<file path="src/rtl/alu_pkg.sv">
// Shared types for the ALU arbiter slice.
// Op codes, control width and arbiter FSM states.
package alu_pkg;

  localparam int ALU_CTL_W = 4;

  typedef enum logic [ALU_CTL_W-1:0] {
    ALU_ADD  = 4'd0,
    ALU_SUB  = 4'd1,
    ALU_SLL  = 4'd2,
    ALU_SLT  = 4'd3,
    ALU_SLTU = 4'd4,
    ALU_XOR  = 4'd5,
    ALU_SRL  = 4'd6,
    ALU_SRA  = 4'd7,
    ALU_OR   = 4'd8,
    ALU_AND  = 4'd9
  } alu_op_t;

  typedef enum logic [1:0] {
    IDLE,
    EXEC,
    RESP
  } arb_state_t;

endpackage

</file>
<file path="src/rtl/alu_arbiter_if.sv">
// Request/response channels of both requesters plus the ALU link.
// slave = arbiter side, master = requesters and ALU side.
interface alu_arbiter_if #(
  parameter int XLEN = 32
);
  import alu_pkg::*;

  logic                 req0_valid;
  logic                 req0_ready;
  logic [ALU_CTL_W-1:0] req0_ctl;
  logic [XLEN-1:0]      req0_src1;
  logic [XLEN-1:0]      req0_src2;

  logic                 req1_valid;
  logic                 req1_ready;
  logic [ALU_CTL_W-1:0] req1_ctl;
  logic [XLEN-1:0]      req1_src1;
  logic [XLEN-1:0]      req1_src2;

  logic                 rsp0_valid;
  logic                 rsp0_ready;
  logic [XLEN-1:0]      rsp0_result;
  logic                 rsp0_zero;

  logic                 rsp1_valid;
  logic                 rsp1_ready;
  logic [XLEN-1:0]      rsp1_result;
  logic                 rsp1_zero;

  logic [ALU_CTL_W-1:0] alu_ctl;
  logic [XLEN-1:0]      alu_src1;
  logic [XLEN-1:0]      alu_src2;
  logic [XLEN-1:0]      alu_result;
  logic                 alu_zero;

  modport slave (
    input  req0_valid, req0_ctl, req0_src1, req0_src2,
    input  req1_valid, req1_ctl, req1_src1, req1_src2,
    input  rsp0_ready, rsp1_ready,
    input  alu_result, alu_zero,
    output req0_ready, req1_ready,
    output rsp0_valid, rsp0_result, rsp0_zero,
    output rsp1_valid, rsp1_result, rsp1_zero,
    output alu_ctl, alu_src1, alu_src2
  );

  modport master (
    output req0_valid, req0_ctl, req0_src1, req0_src2,
    output req1_valid, req1_ctl, req1_src1, req1_src2,
    output rsp0_ready, rsp1_ready,
    output alu_result, alu_zero,
    input  req0_ready, req1_ready,
    input  rsp0_valid, rsp0_result, rsp0_zero,
    input  rsp1_valid, rsp1_result, rsp1_zero,
    input  alu_ctl, alu_src1, alu_src2
  );

endinterface

</file>
<file path="src/rtl/rr_arb2.sv">
// Two-way combinational grant: fixed priority to 0, or the
// requester that did not win last time when both are valid.
module rr_arb2 (
  input  logic valid0,
  input  logic valid1,
  input  logic last,
  input  logic fixed_prio,
  output logic grant0,
  output logic grant1
);

  always_comb begin
    grant0 = 1'b0;
    grant1 = 1'b0;
    unique case (1'b1)
      (valid0 && valid1): begin
        grant0 = fixed_prio || last;
        grant1 = !(fixed_prio || last);
      end
      (valid0 && !valid1): grant0 = 1'b1;
      (!valid0 && valid1): grant1 = 1'b1;
      default: ;
    endcase
  end

endmodule

</file>
<file path="src/rtl/alu_arbiter.sv">
// Shares one external combinational ALU between execute (0) and
// the address/branch-compare unit (1); one op in flight at a time.
module alu_arbiter
  import alu_pkg::*;
#(
  parameter int XLEN       = 32,
  parameter int FIXED_PRIO = 0
) (
  input logic         clk,
  input logic         rst_n,
  alu_arbiter_if.slave bus
);

  arb_state_t           state;
  logic                 rr_last;
  logic                 owner;
  logic [ALU_CTL_W-1:0] op_ctl;
  logic [XLEN-1:0]      op_src1;
  logic [XLEN-1:0]      op_src2;
  logic [1:0]           rsp_valid;
  logic [1:0]           rsp_zero;
  logic [XLEN-1:0]      rsp_result [2];

  logic grant0;
  logic grant1;
  logic idle;
  logic own_ready;

  rr_arb2 u_arb (
    .valid0     (bus.req0_valid),
    .valid1     (bus.req1_valid),
    .last       (rr_last),
    .fixed_prio (FIXED_PRIO != 0),
    .grant0     (grant0),
    .grant1     (grant1)
  );

  assign idle      = (state == IDLE);
  assign own_ready = owner ? bus.rsp1_ready : bus.rsp0_ready;

  assign bus.req0_ready = idle && grant0;
  assign bus.req1_ready = idle && grant1;

  assign bus.alu_ctl  = op_ctl;
  assign bus.alu_src1 = op_src1;
  assign bus.alu_src2 = op_src2;

  assign bus.rsp0_valid  = rsp_valid[0];
  assign bus.rsp0_zero   = rsp_zero[0];
  assign bus.rsp0_result = rsp_result[0];
  assign bus.rsp1_valid  = rsp_valid[1];
  assign bus.rsp1_zero   = rsp_zero[1];
  assign bus.rsp1_result = rsp_result[1];

  // Grants only ever fire with their valid, so a grant in IDLE
  // is the handshake.
  always_ff @(posedge clk or negedge rst_n) begin
    if (!rst_n) begin
      state         <= IDLE;
      rr_last       <= 1'b1;
      owner         <= 1'b0;
      op_ctl        <= '0;
      op_src1       <= '0;
      op_src2       <= '0;
      rsp_valid     <= '0;
      rsp_zero      <= '0;
      rsp_result[0] <= '0;
      rsp_result[1] <= '0;
    end else begin
      unique case (state)
        IDLE: begin
          unique case (1'b1)
            grant0: begin
              op_ctl  <= bus.req0_ctl;
              op_src1 <= bus.req0_src1;
              op_src2 <= bus.req0_src2;
              owner   <= 1'b0;
              rr_last <= 1'b0;
              state   <= EXEC;
            end
            grant1: begin
              op_ctl  <= bus.req1_ctl;
              op_src1 <= bus.req1_src1;
              op_src2 <= bus.req1_src2;
              owner   <= 1'b1;
              rr_last <= 1'b1;
              state   <= EXEC;
            end
            default: ;
          endcase
        end
        EXEC: begin
          rsp_valid[owner]  <= 1'b1;
          rsp_result[owner] <= bus.alu_result;
          rsp_zero[owner]   <= bus.alu_zero;
          state             <= RESP;
        end
        RESP: begin
          if (own_ready) begin
            rsp_valid[owner] <= 1'b0;
            state            <= IDLE;
          end
        end
        default: state <= IDLE;
      endcase
    end
  end

endmodule
</file>
<file path="src/flat_wrapper.sv">
// flat-port wrapper written by rule: the top's interface ports become plain ports
module alu_arbiter_flat import alu_pkg::*;
#(
  parameter int XLEN       = 32,
  parameter int FIXED_PRIO = 0
)
  (clk, rst_n, bus_req0_valid, bus_req0_ctl, bus_req0_src1, bus_req0_src2, bus_req1_valid, bus_req1_ctl, bus_req1_src1, bus_req1_src2, bus_rsp0_ready, bus_rsp1_ready, bus_alu_result, bus_alu_zero, bus_req0_ready, bus_req1_ready, bus_rsp0_valid, bus_rsp0_result, bus_rsp0_zero, bus_rsp1_valid, bus_rsp1_result, bus_rsp1_zero, bus_alu_ctl, bus_alu_src1, bus_alu_src2);
  alu_arbiter_if #(.XLEN(XLEN)) bus_i ();
  input logic clk;
  input logic rst_n;
  input wire logic [$bits(bus_i.req0_valid)-1:0] bus_req0_valid;
  input wire logic [$bits(bus_i.req0_ctl)-1:0] bus_req0_ctl;
  input wire logic [$bits(bus_i.req0_src1)-1:0] bus_req0_src1;
  input wire logic [$bits(bus_i.req0_src2)-1:0] bus_req0_src2;
  input wire logic [$bits(bus_i.req1_valid)-1:0] bus_req1_valid;
  input wire logic [$bits(bus_i.req1_ctl)-1:0] bus_req1_ctl;
  input wire logic [$bits(bus_i.req1_src1)-1:0] bus_req1_src1;
  input wire logic [$bits(bus_i.req1_src2)-1:0] bus_req1_src2;
  input wire logic [$bits(bus_i.rsp0_ready)-1:0] bus_rsp0_ready;
  input wire logic [$bits(bus_i.rsp1_ready)-1:0] bus_rsp1_ready;
  input wire logic [$bits(bus_i.alu_result)-1:0] bus_alu_result;
  input wire logic [$bits(bus_i.alu_zero)-1:0] bus_alu_zero;
  output wire logic [$bits(bus_i.req0_ready)-1:0] bus_req0_ready;
  output wire logic [$bits(bus_i.req1_ready)-1:0] bus_req1_ready;
  output wire logic [$bits(bus_i.rsp0_valid)-1:0] bus_rsp0_valid;
  output wire logic [$bits(bus_i.rsp0_result)-1:0] bus_rsp0_result;
  output wire logic [$bits(bus_i.rsp0_zero)-1:0] bus_rsp0_zero;
  output wire logic [$bits(bus_i.rsp1_valid)-1:0] bus_rsp1_valid;
  output wire logic [$bits(bus_i.rsp1_result)-1:0] bus_rsp1_result;
  output wire logic [$bits(bus_i.rsp1_zero)-1:0] bus_rsp1_zero;
  output wire logic [$bits(bus_i.alu_ctl)-1:0] bus_alu_ctl;
  output wire logic [$bits(bus_i.alu_src1)-1:0] bus_alu_src1;
  output wire logic [$bits(bus_i.alu_src2)-1:0] bus_alu_src2;
  assign bus_i.req0_valid = bus_req0_valid;
  assign bus_i.req0_ctl = bus_req0_ctl;
  assign bus_i.req0_src1 = bus_req0_src1;
  assign bus_i.req0_src2 = bus_req0_src2;
  assign bus_i.req1_valid = bus_req1_valid;
  assign bus_i.req1_ctl = bus_req1_ctl;
  assign bus_i.req1_src1 = bus_req1_src1;
  assign bus_i.req1_src2 = bus_req1_src2;
  assign bus_i.rsp0_ready = bus_rsp0_ready;
  assign bus_i.rsp1_ready = bus_rsp1_ready;
  assign bus_i.alu_result = bus_alu_result;
  assign bus_i.alu_zero = bus_alu_zero;
  assign bus_req0_ready = bus_i.req0_ready;
  assign bus_req1_ready = bus_i.req1_ready;
  assign bus_rsp0_valid = bus_i.rsp0_valid;
  assign bus_rsp0_result = bus_i.rsp0_result;
  assign bus_rsp0_zero = bus_i.rsp0_zero;
  assign bus_rsp1_valid = bus_i.rsp1_valid;
  assign bus_rsp1_result = bus_i.rsp1_result;
  assign bus_rsp1_zero = bus_i.rsp1_zero;
  assign bus_alu_ctl = bus_i.alu_ctl;
  assign bus_alu_src1 = bus_i.alu_src1;
  assign bus_alu_src2 = bus_i.alu_src2;
  alu_arbiter #(.XLEN(XLEN), .FIXED_PRIO(FIXED_PRIO)) u_core (.clk(clk), .rst_n(rst_n), .bus(bus_i));
endmodule
</file>
<file path="config.mk">
export PLATFORM = sky130hd
export DESIGN_NAME = alu_arbiter_flat
export DESIGN_NICKNAME = d
export VERILOG_FILES = /design/src/rtl/alu_pkg.sv /design/src/rtl/alu_arbiter_if.sv /design/src/rtl/rr_arb2.sv /design/src/rtl/alu_arbiter.sv /design/src/flat_wrapper.sv
export SDC_FILE = /design/constraint.sdc
export NUM_CORES = 1
export LEC_CHECK = 0
export BUFFER_PORTS_ARGS = -buffer_cell sky130_fd_sc_hd__buf_2
export CAP_MARGIN = 0
export CORE_MARGIN = 2
export CORE_UTILIZATION = 25
export DETAILED_ROUTE_END_ITERATION = 12
export GPL_ROUTABILITY_DRIVEN = 0
export RECOVER_POWER = 25
export SKIP_LAST_GASP = 1
export SLEW_MARGIN = 10
export SYNTH_ARGS = -nofsm -noshare
export SYNTH_HDL_FRONTEND = slang
export SYNTH_SLANG_ARGS = --single-unit
</file>
<file path="constraint.sdc">
create_clock -name clk -period 5.2 [get_ports clk]
set_input_delay 0.26 -clock clk [delete_from_list [all_inputs] [get_ports clk]]
set_output_delay 0.26 -clock clk [all_outputs]
set_load 0.01 [all_outputs]
</file>
==> summary.md, run 1 <==
| Metric | Value |
|---|---|
| Status | `finished, final reports clean` |
| Largest net degree at the start of global routing | `88` |
| First-pass GRT wire length | `approximately 24,000 um` |
| Number of enable flip-flop cells after synthesis | `0` |
| Residual DRC | `0` |
| # Max-Cap Violations | `0` |
| Crit path launch | `u_core.rr_last` |
| Number of DRC markers in iteration 0 | `between 100 and 150` |
| Met3 Use GR | `approximately 5.7%` |
| CP Max Fanout | `42` |
| Row count | `57` |
| Initial antenna violation count | `4` |
| CTS tree | `yes` |
| Post-Syn Nets | `roughly 560` |
| ANT nets after route | `0` |
| Vias in the first global route | `4,633` |
| Register-to-Register Path Depth | `4` |
| Netlist cell types | `24` |
| Hold Slack | `just under 0.08 ns` |
| Flops & latches, synth | `140` |
| Peak supply drop | `0.240 mV` |
| P_leak | `just over 4 nW` |
| Num CTS Buffers | `17` |
| R2R Path End | `u_core.bus.alu_src1[4]` |
| HP Class | `in2reg` |
| Total wire length | `15,500 um` |
| Post-DP HPWL | `between 10,000 and 15,000 um` |
| Pre-antenna DRT Iters | `4` |
| Global route overflow | `0` |
| Met2 Resource Use GR | `between 20% and 30%` |
| Register area share after synthesis | `approximately 57%` |
| Commonest non-fill, non-tap cell in the layout | `buf_2` |
| Power Dens Cells | `622 mW/mm2` |
| Ratio of final minimum period to clock period | `between 40% and 50%` |
| Core Region | `roughly 0.024 mm2` |
| I/O pins | `about 310` |
| Startpoint type of the worst setup path | `register` |
| Clock buffer depth | `2` |
| Layout area overhead | `40.9%` |
| GRT busiest layer | `met2` |
| # resized after CTS | `0` |
| RSZ-0062 raised after global routing | `false` |
| Ys flop type | `dfrtp_1` |
| CP Data Arrival Time | `roughly 2.7 ns` |
| Crit end category | `register` |
| Total Routing Usage GR | `between 10% and 20%` |
| Starting Density | `25.3%` |
| Die Y | `approximately 160 um` |
| FF-to-FF Start | `u_core.rr_last` |
| Placed Cells | `between 1,000 and 1,500` |
| Most frequent cells in the layout | `buf_2, mux2_2, dfrtp_1, mux2_4, clkbuf_16` |
| Clock latency on the worst-skew pair | `0.41 ns` |
| Async SR Flop Fraction | `between 90% and 100%` |
| Clk slew on worst S/H paths | `0.06 ns` |
| Nets | `just under 900` |
| Avg Cell Area, Syn | `between 15 and 20 um2` |
| Skew final | `roughly 0.0063 ns` |
| Max Fclk | `0.416 GHz` |
| Worst path required time | `5.49 ns` |
| IO buf count | `about 310` |
| H-tree Lvls | `4` |
| Die ar. | `approximately 0.026 mm2` |
| Setup violators final | `0` |
| Reg-to-reg setup timing slack | `around 2.8 ns` |
| Synth Instances | `about 390` |
| Drt wl/cell | `between 10 and 15 um` |
| Crit path capture | `u_core.bus.alu_src1[4]` |
| Total Negative Setup Slacks | `0 ns` |
| Share of cells above drive strength 1 | `75.5%` |
| Met1 Use GR | `between 10% and 20%` |
| CP Class | `reg2reg` |
| Post-Syn Area | `slightly above 0.006 mm2` |
| Multi-input logic area | `between 0.002 and 0.0025 mm2` |
| Filler cell count | `~2,400` |
| Actual slew at the worst max-slew pin | `between 1 and 1.5 ns` |
| CTS root buf | `clkbuf_16` |
| Hold Fails Final Rpt | `0` |
| Max-slew violations | `0` |
| Via count | `between 4,000 and 5,000` |
| Slew HR | `about 30%` |
| Warnings, synthesis | `0` |
| Non-filler cells, final | `between 1,000 and 1,500` |
| Die width | `160 um` |
| CTS sink cnt | `140` |
| Sequential cell area | `0.00350 mm2` |
| Final min period | `approximately 2.4 ns` |
| Vias per cell | `roughly 4.2` |
[how the worst min path moves through the flow]
stage | start | to | slack (ns) | depth (start not counted)
3_3_place_gp | rst_n | u_core.bus.rsp1_result[25] | 0.38 | 1
2_1_floorplan | rst_n | async pin | -0.04 | 0
3_5_place_dp | rst_n | u_core.bus.rsp1_result[25] | 0.37 | 1
6_report | bus_req0_valid | u_core.rr_last | 0.08 | 2
5_1_grt | bus_alu_result[18] | u_core.bus.rsp0_result[18] | 0.06 | 2
4_1_cts | bus_req0_valid | u_core.rr_last | 0.05 | 2
[area by class of cell]
type / instances / area share [%]
Sequential cell: 140 / 40.7
Antenna cell: 2 / 0.0581
Tap cell: 324 / 4.70
Timing Repair Buffer: 316 / 18.4
Clock buffer: 20 / 5.30
Clock inverter: 12 / 1.89
Inverter: 2 / 0.0871
Multi-Input combinational cell: 224 / 29.0
[metal layers]
metal	up-vias	wire length (um)
met3	18	1650
met4	4	223
met2	204	7460
met5	-	27
li1	2034	-
met1	2100	6090
[cells in the mapped netlist, drive strengths merged, types with 2 or more instances]
master / instances / area [um2]
a21oi: 4 / 20.0
inv: 2 / 7.51
dfrtp: 139 / 3480
mux2: 202 / 2340
buf: 22 / 134
nor2: 4 / 15.0
nand3: 2 / 10.0
[worst max-delay path, cell delays in order (launching register included)]
cell	delay, ns
dfstp_2	0.56
a21bo_4	0.58
buf_4	0.47
mux2_2	0.39
mux2_2	0.26
[flip-flops by register name, indices dropped and copies added (netlist names), named ones only]
signal and cells:
u_core.state 2, u_core.bus.rsp1_result 32, u_core.owner 1, u_core.bus.rsp0_result 32
u_core.bus.alu_src1 32, u_core.bus.alu_src2 32, u_core.rsp_zero 2, u_core.bus.alu_ctl 4
u_core.rr_last 1
[power by group]
part,total (W),internal (W),switching [W]
Clock,0.00127,0.000786,0.000484
Sequential,0.00196,0.00166,0.000295
Combinational,0.00213,0.00115,0.000982
Total,0.00536,0.00360,0.00176
[stage by stage]
step	util (%)	instance area [um2]	total power [W]	setup WS [ns]
after detailed placement	33.1	8000	0.00416	2.77
after CTS	35.7	8630	0.00548	2.76
after floorplan	-	6120	0.00329	3.51
final	35.7	8620	0.00536	2.80
after global placement	33.1	8000	0.00412	2.82
after global routing	35.7	8620	0.00571	2.66
[cells by family after synthesis]
group,count (synthesis),share of synthesized area [%]
multiplexers,202,38.3
flip-flops,140,57.3
AND/OR/NAND/NOR,10,0.756
AO/OA/AOI/OAI,12,1.33
buffers and inverters,25,2.37
[timing repair]
item,CTS,global route
hold endpoints to repair,85,0
setup buffers,0,0
hold buffers,1,0
Power figures use the tool's default switching activity.
==> run 2, diff against run 1 <==
- clock period: 5.2 -> 2.25 ns (I/O delays scaled with it)
==> summary.md, run 2 (synthesis results as in run 1) <==
| Metric | Value |
|---|---|
| Residual DRC | `0` |
| Setup Fix Bufs, Post-CTS | `0` |
| Peak supply drop | `0.570 mV` |
| Status | `finished with violations` |
| FF-to-FF Start | `u_core.state[0]` |
| Total Routing Usage GR | `between 10% and 20%` |
| CTS tree | `yes` |
| # Max-Cap Violations | `1` |
| Met3 routed WL | `~1400 um` |
| First-pass GRT wire length | `approximately 26,000 um` |
| H-tree Lvls | `4` |
| Met1 WL | `approximately 6500 um` |
| Nets | `a little over 900` |
| Layout area overhead | `48.9%` |
| Setup violators final | `0` |
| Register-to-Register Path Depth | `4` |
| I/O pins | `roughly 310` |
| Num CTS Buffers | `17` |
| Placed Cells | `1,018` |
| Crit end category | `register` |
| CP Class | `reg2reg` |
| CTS root buf | `clkbuf_16` |
| Most frequent cells in the layout | `buf_2, mux2_2, dfrtp_1, dlygate4sd3_1, mux2_4` |
| Die ar. | `between 0.02 and 0.03 mm2` |
| Reg-to-reg setup timing slack | `approximately 0.36 ns` |
| HP Class | `in2reg` |
| Total Negative Setup Slacks | `0 ns` |
| Startpoint type of the worst setup path | `register` |
| Actual slew at the worst max-slew pin | `1.65 ns` |
| Max Fclk | `~0.53 GHz` |
| Commonest non-fill, non-tap cell in the layout | `buf_2` |
| Max-slew violations | `60` |
| Failing checks | `max-capacitance violations, max-slew violations` |
| Slew HR | `-9.74%` |
| Vias in the first global route | `roughly 5,000` |
| Initial antenna violation count | `1` |
| RSZ-0062 raised after global routing | `false` |
| Ratio of final minimum period to clock period | `a little over four fifths` |
| Vias per cell | `roughly 4.2` |
| Non-filler cells, final | `between 1,000 and 1,500` |
| Core Region | `about 0.024 mm2` |
| Pre-CTS setup slack | `around 0.36 ns` |
| Clk slew on worst S/H paths | `0.06 ns` |
| Worst Hold Launch | `bus_rsp0_ready` |
| Clock latency on the worst-skew pair | `0.41 ns` |
| Post-DP HPWL | `roughly 12,000 um` |
| Die Y | `160 um` |
| CP Max Fanout | `28` |
| Worst path required time | `around 2.5 ns` |
| Final WS setup | `approximately 0.36 ns` |
| DR top layer | `met4` |
| IO buf count | `~310` |
| Via count | `4,566` |
| WHS Endpoint | `u_core.state[1]` |
| R2R Path End | `u_core.bus.alu_src1[4]` |
| Total power | `0.0125 W` |
| Metal2 WL | `~8100 um` |
| Share of cells above drive strength 1 | `between 70 and 80%` |
| Skew final | `0.00846 ns` |
| ANT nets after route | `0` |
| Row count | `between 50 and 60` |
| Filler cell count | `approximately 2,300` |
| Global route overflow | `0` |
| Clock buffer depth | `2` |
| Starting Density | `between 20% and 30%` |
| Final min period | `between 1.5 and 2 ns` |
| Hold path depth | `3` |
| CP Data Arrival Time | `approximately 2.2 ns` |
| Largest net degree at the start of global routing | `62` |
| Power Dens Cells | `around 1400 mW/mm2` |
| Hold Fails Final Rpt | `0` |
| CTS sink cnt | `140` |
| P_leak | `4.35 nW` |
| Pre-antenna DRT Iters | `4` |
| Total wire length | `about 16,000 um` |
| Number of DRC markers in iteration 0 | `roughly 160` |
| Drt wl/cell | `between 10 and 15 um` |
| Die width | `approximately 160 um` |
run 2: cell count changes in the layout (fill, tap and decap cells not counted), sizes merged:
cell / before / now
bufinv: 3 / 2
buf: 301 / 325
inv: 4 / 5
clkbuf: 34 / 21
clkinvlp: 2 / 4
dlygate4sd3: 1 / 37
diode: 2 / 1
run 2: how the worst max path moves through the flow:
stage | to | slack [ns] | start | depth (start not counted)
finish | u_core.bus.alu_src1[4] | 0.36 | u_core.state[0] | 4
global route | u_core.bus.rsp0_result[13] | 0.22 | rst_n | 3
CTS | bus_req1_ready | 0.33 | u_core.rr_last | 4
detailed placement | u_core.bus.alu_src1[22] | 0.36 | u_core.state[0] | 4
global placement | u_core.bus.alu_src1[18] | 0.38 | u_core.state[0] | 4
floorplan | u_core.bus.alu_ctl[0] | 0.56 | u_core.rr_last | 6
run 2: routing by layer:
layer	GRT usage [%]	vias to the layer above
met2	21.9	211
met1	14.2	2212
li1	-	2128
met3	4.91	15
met4	4.01	0
met5	0	-
run 2: area by class of cell:
cell class	instances	area, um2	share of cell area, %
timing repair buffer	365	2120	23.3
antenna	1	2.50	0.0275
sequential	140	3500	38.5
multi-input combinational	224	2500	27.4
tap	324	405	4.45
clock inverter	14	145	1.59
inverter	2	7.51	0.0824
clock buffer	18	429	4.71
run 2: critical path: stages, from the launching register on:
cell and delay, ns:
dfrtp_1 0.47, nor2_1 0.33, o21a_4 0.37, buf_12 0.24
mux2_2 0.36
run 2: repair_timing:
action,in CTS,in global routing
endpoints found under the setup margin,0,0
resized for setup,0,0
hold buffers,37,0
endpoints found under the hold margin,123,0
run 2: stage by stage:
stage / hold WS, ns / util (%) / area (um2)
4_1_cts: 0.0274 / 37.7 / 9120
2_1_floorplan: -0.183 / - / 6120
6_report: 0.0518 / 37.7 / 9110
3_5_place_dp: 0.155 / 33.8 / 8180
3_3_place_gp: 0.159 / 33.8 / 8180
5_1_grt: 0.0339 / 37.7 / 9110
run 2: power by group:
part / switching [W] / leakage, nW / internal [W]
clock network: 0.00114 / 0.273 / 0.00164
registers: 0.000681 / 1.64 / 0.00384
logic: 0.00233 / 2.44 / 0.00288
total: 0.00415 / 4.35 / 0.00835
==> run 3, diff against run 2 <==
- clock period: 2.25 -> 1.79 ns (I/O delays scaled with it)
==> summary.md, run 3 (synthesis results as in run 1) <==
| Metric | Value |
|---|---|
| H-tree Lvls | `4` |
| Peak supply drop | `roughly 0.87 mV` |
| IO buf count | `between 300 and 400` |
| Share of cells above drive strength 1 | `74.5%` |
| Actual slew at the worst max-slew pin | `about 1.4 ns` |
| Crit path capture | `u_core.bus.alu_src1[13]` |
| Die ar. | `between 0.02 and 0.03 mm2` |
| Number of DRC markers in iteration 0 | `180` |
| FF-to-FF Start | `u_core.rr_last` |
| Max-slew violations | `0` |
| Setup violators final | `0` |
| Reg-to-reg setup timing slack | `between 0.04 and 0.05 ns` |
| Clock buffer depth | `2` |
| Power Dens Cells | `approximately 1800 mW/mm2` |
| Total power | `0.0162 W` |
| Slew HR | `under 10%` |
| Die width | `160 um` |
| Pre-antenna DRT Iters | `4` |
| I/O pins | `313` |
| Switching Fraction | `32.0%` |
| Clk slew on worst S/H paths | `around 0.06 ns` |
| Post-DP HPWL | `11,800 um` |
| Crit end category | `register` |
| CP Max Fanout | `45` |
| Row count | `57` |
| First-pass GRT wire length | `about 25,000 um` |
| Logic pwr share | `a little over 40%` |
| Core Region | `between 0.02 and 0.025 mm2` |
| Status | `finished, final reports clean` |
| CTS sink cnt | `140` |
| # Max-Cap Violations | `0` |
| Register-to-Register Path Depth | `4` |
| Commonest non-fill, non-tap cell in the layout | `buf_2` |
| Total Routing Usage GR | `12.5%` |
| Design area | `between 0.009 and 0.01 mm2` |
| RSZ-0062 raised after global routing | `true` |
| ANT nets after route | `0` |
| Final min period | `1.74 ns` |
| Most frequent cells in the layout | `buf_2, mux2_2, dfrtp_1, dlygate4sd3_1, mux2_4` |
| Vias in the first global route | `4,888` |
| R2R Path End | `u_core.bus.alu_src1[13]` |
| Initial antenna violation count | `3` |
| Num CTS Buffers | `17` |
| Nets | `~930` |
| Vias per cell | `4.19` |
| CP Data Arrival Time | `2.04 ns` |
| Starting Density | `about a quarter` |
| Startpoint type of the worst setup path | `register` |
| Clock latency on the worst-skew pair | `~0.4 ns` |
| Skew final | `around 0.0076 ns` |
| Hold Fails Final Rpt | `0` |
| CP Class | `reg2reg` |
| Sequential cell area | `0.00350 mm2` |
| Die Y | `160 um` |
| CTS tree | `yes` |
| Filler cell count | `around 2,300` |
| Total Negative Setup Slacks | `0 ns` |
| Dpl cell area | `0.00821 mm2` |
| CTS root buf | `clkbuf_16` |
| Crit path launch | `u_core.rr_last` |
| Multi-input logic area | `around 0.0025 mm2` |
| HP Class | `in2reg` |
| Global route overflow | `0` |
| Flop pwr share | `a little over a third` |
| Clock power frac | `between 20% and 30%` |
| Max Fclk | `0.573 GHz` |
| Residual DRC | `0` |
| Ratio of final minimum period to clock period | `between 90 and 100%` |
| Via count | `~4,600` |
| Net Sw Power | `0.00520 W` |
| Worst path required time | `2.08 ns` |
| Largest net degree at the start of global routing | `between 40 and 50` |
| P_leak | `4.42 nW` |
| Layout area overhead | `50.9%` |
| Drt wl/cell | `between 10 and 15 um` |
| Total wire length | `between 15,000 and 20,000 um` |
| Internal power | `0.0110 W` |
==> run 3: changes by cell type in the layout (fill, tap and decap cells not counted), sizes merged <==
cell      before  now
buf          325  329
bufinv         2    5
clkinvlp       4    1
clkbuf        21   20
diode          1    2
inv            5    4
==> run 3: repair_timing <==
| action | 4_1_cts | 5_1_grt |
|---|---|---|
| hold buffers | 37 | 0 |
| setup endpoints to repair | 0 | 29 |
| endpoints found under the hold margin | 112 | 0 |
| resized for setup | 0 | 2 |
| setup buffers | 0 | 0 |
==> run 3: critical path, cell delays in order, from the launching register on <==
cell,delay [ns]
dfstp_2,0.56
a21bo_4,0.16
buf_16,0.25
mux2_2,0.37
mux2_2,0.26
==> run 3: per-layer routing <==
metal  global-route usage, %  vias to the layer above  wire length, um
met1                    14.1                     2208             6510
li1                        -                     2134                -
met5                       0                        -                7
met3                    4.39                       16             1480
met2                    22.0                      213             8050
met4                    4.05                        2              230
==> run 3: worst min path at each step <==
| stage | from | endpoint | slack [ns] | cells after the start |
|---|---|---|---|---|
| floorplan | rst_n | async pin | -0.21 | 0 |
| global placement | rst_n | u_core.bus.rsp1_result[25] | 0.09 | 1 |
| detailed placement | rst_n | u_core.bus.rsp1_result[25] | 0.09 | 1 |
| CTS | bus_req1_src2[1] | u_core.bus.alu_src2[1] | 0.004 | 3 |
| global route | bus_req0_src2[29] | u_core.bus.alu_src2[29] | 0.02 | 3 |
| finish | bus_req1_src2[1] | u_core.bus.alu_src2[1] | 0.03 | 3 |
==> run 3: power groups by stage <==
stage          registers (W)  clock network, W  logic [W]
6_report             0.00564           0.00393    0.00667
5_1_grt              0.00587           0.00420    0.00719
3_3_place_gp         0.00565                 0    0.00663
4_1_cts              0.00566           0.00405    0.00678
2_1_floorplan        0.00641                 0    0.00315
3_5_place_dp         0.00569                 0    0.00668
==> run 3: cell type report <==
type	count	area share, %
flip-flops and latches	140	37.9
multi-input cells	224	27.1
repair buffers	368	23.4
clock buffers	18	4.75
well taps	324	4.39
clock inverters	13	2.33
inverters	2	0.0813
diodes	2	0.0542
==> run 3: through the flow <==
stage	hold slack [ns]	setup WS, ns	util (%)	cells
after detailed placement	0.0901	0.0632	34.0	1021
final	0.0322	0.0455	38.2	1091
after global placement	0.0873	0.0723	34.0	1021
after global routing	0.0165	-0.0360	38.2	1091
after CTS	0.00405	0.0391	38.2	1089
after floorplan	-0.206	0.0986	-	389
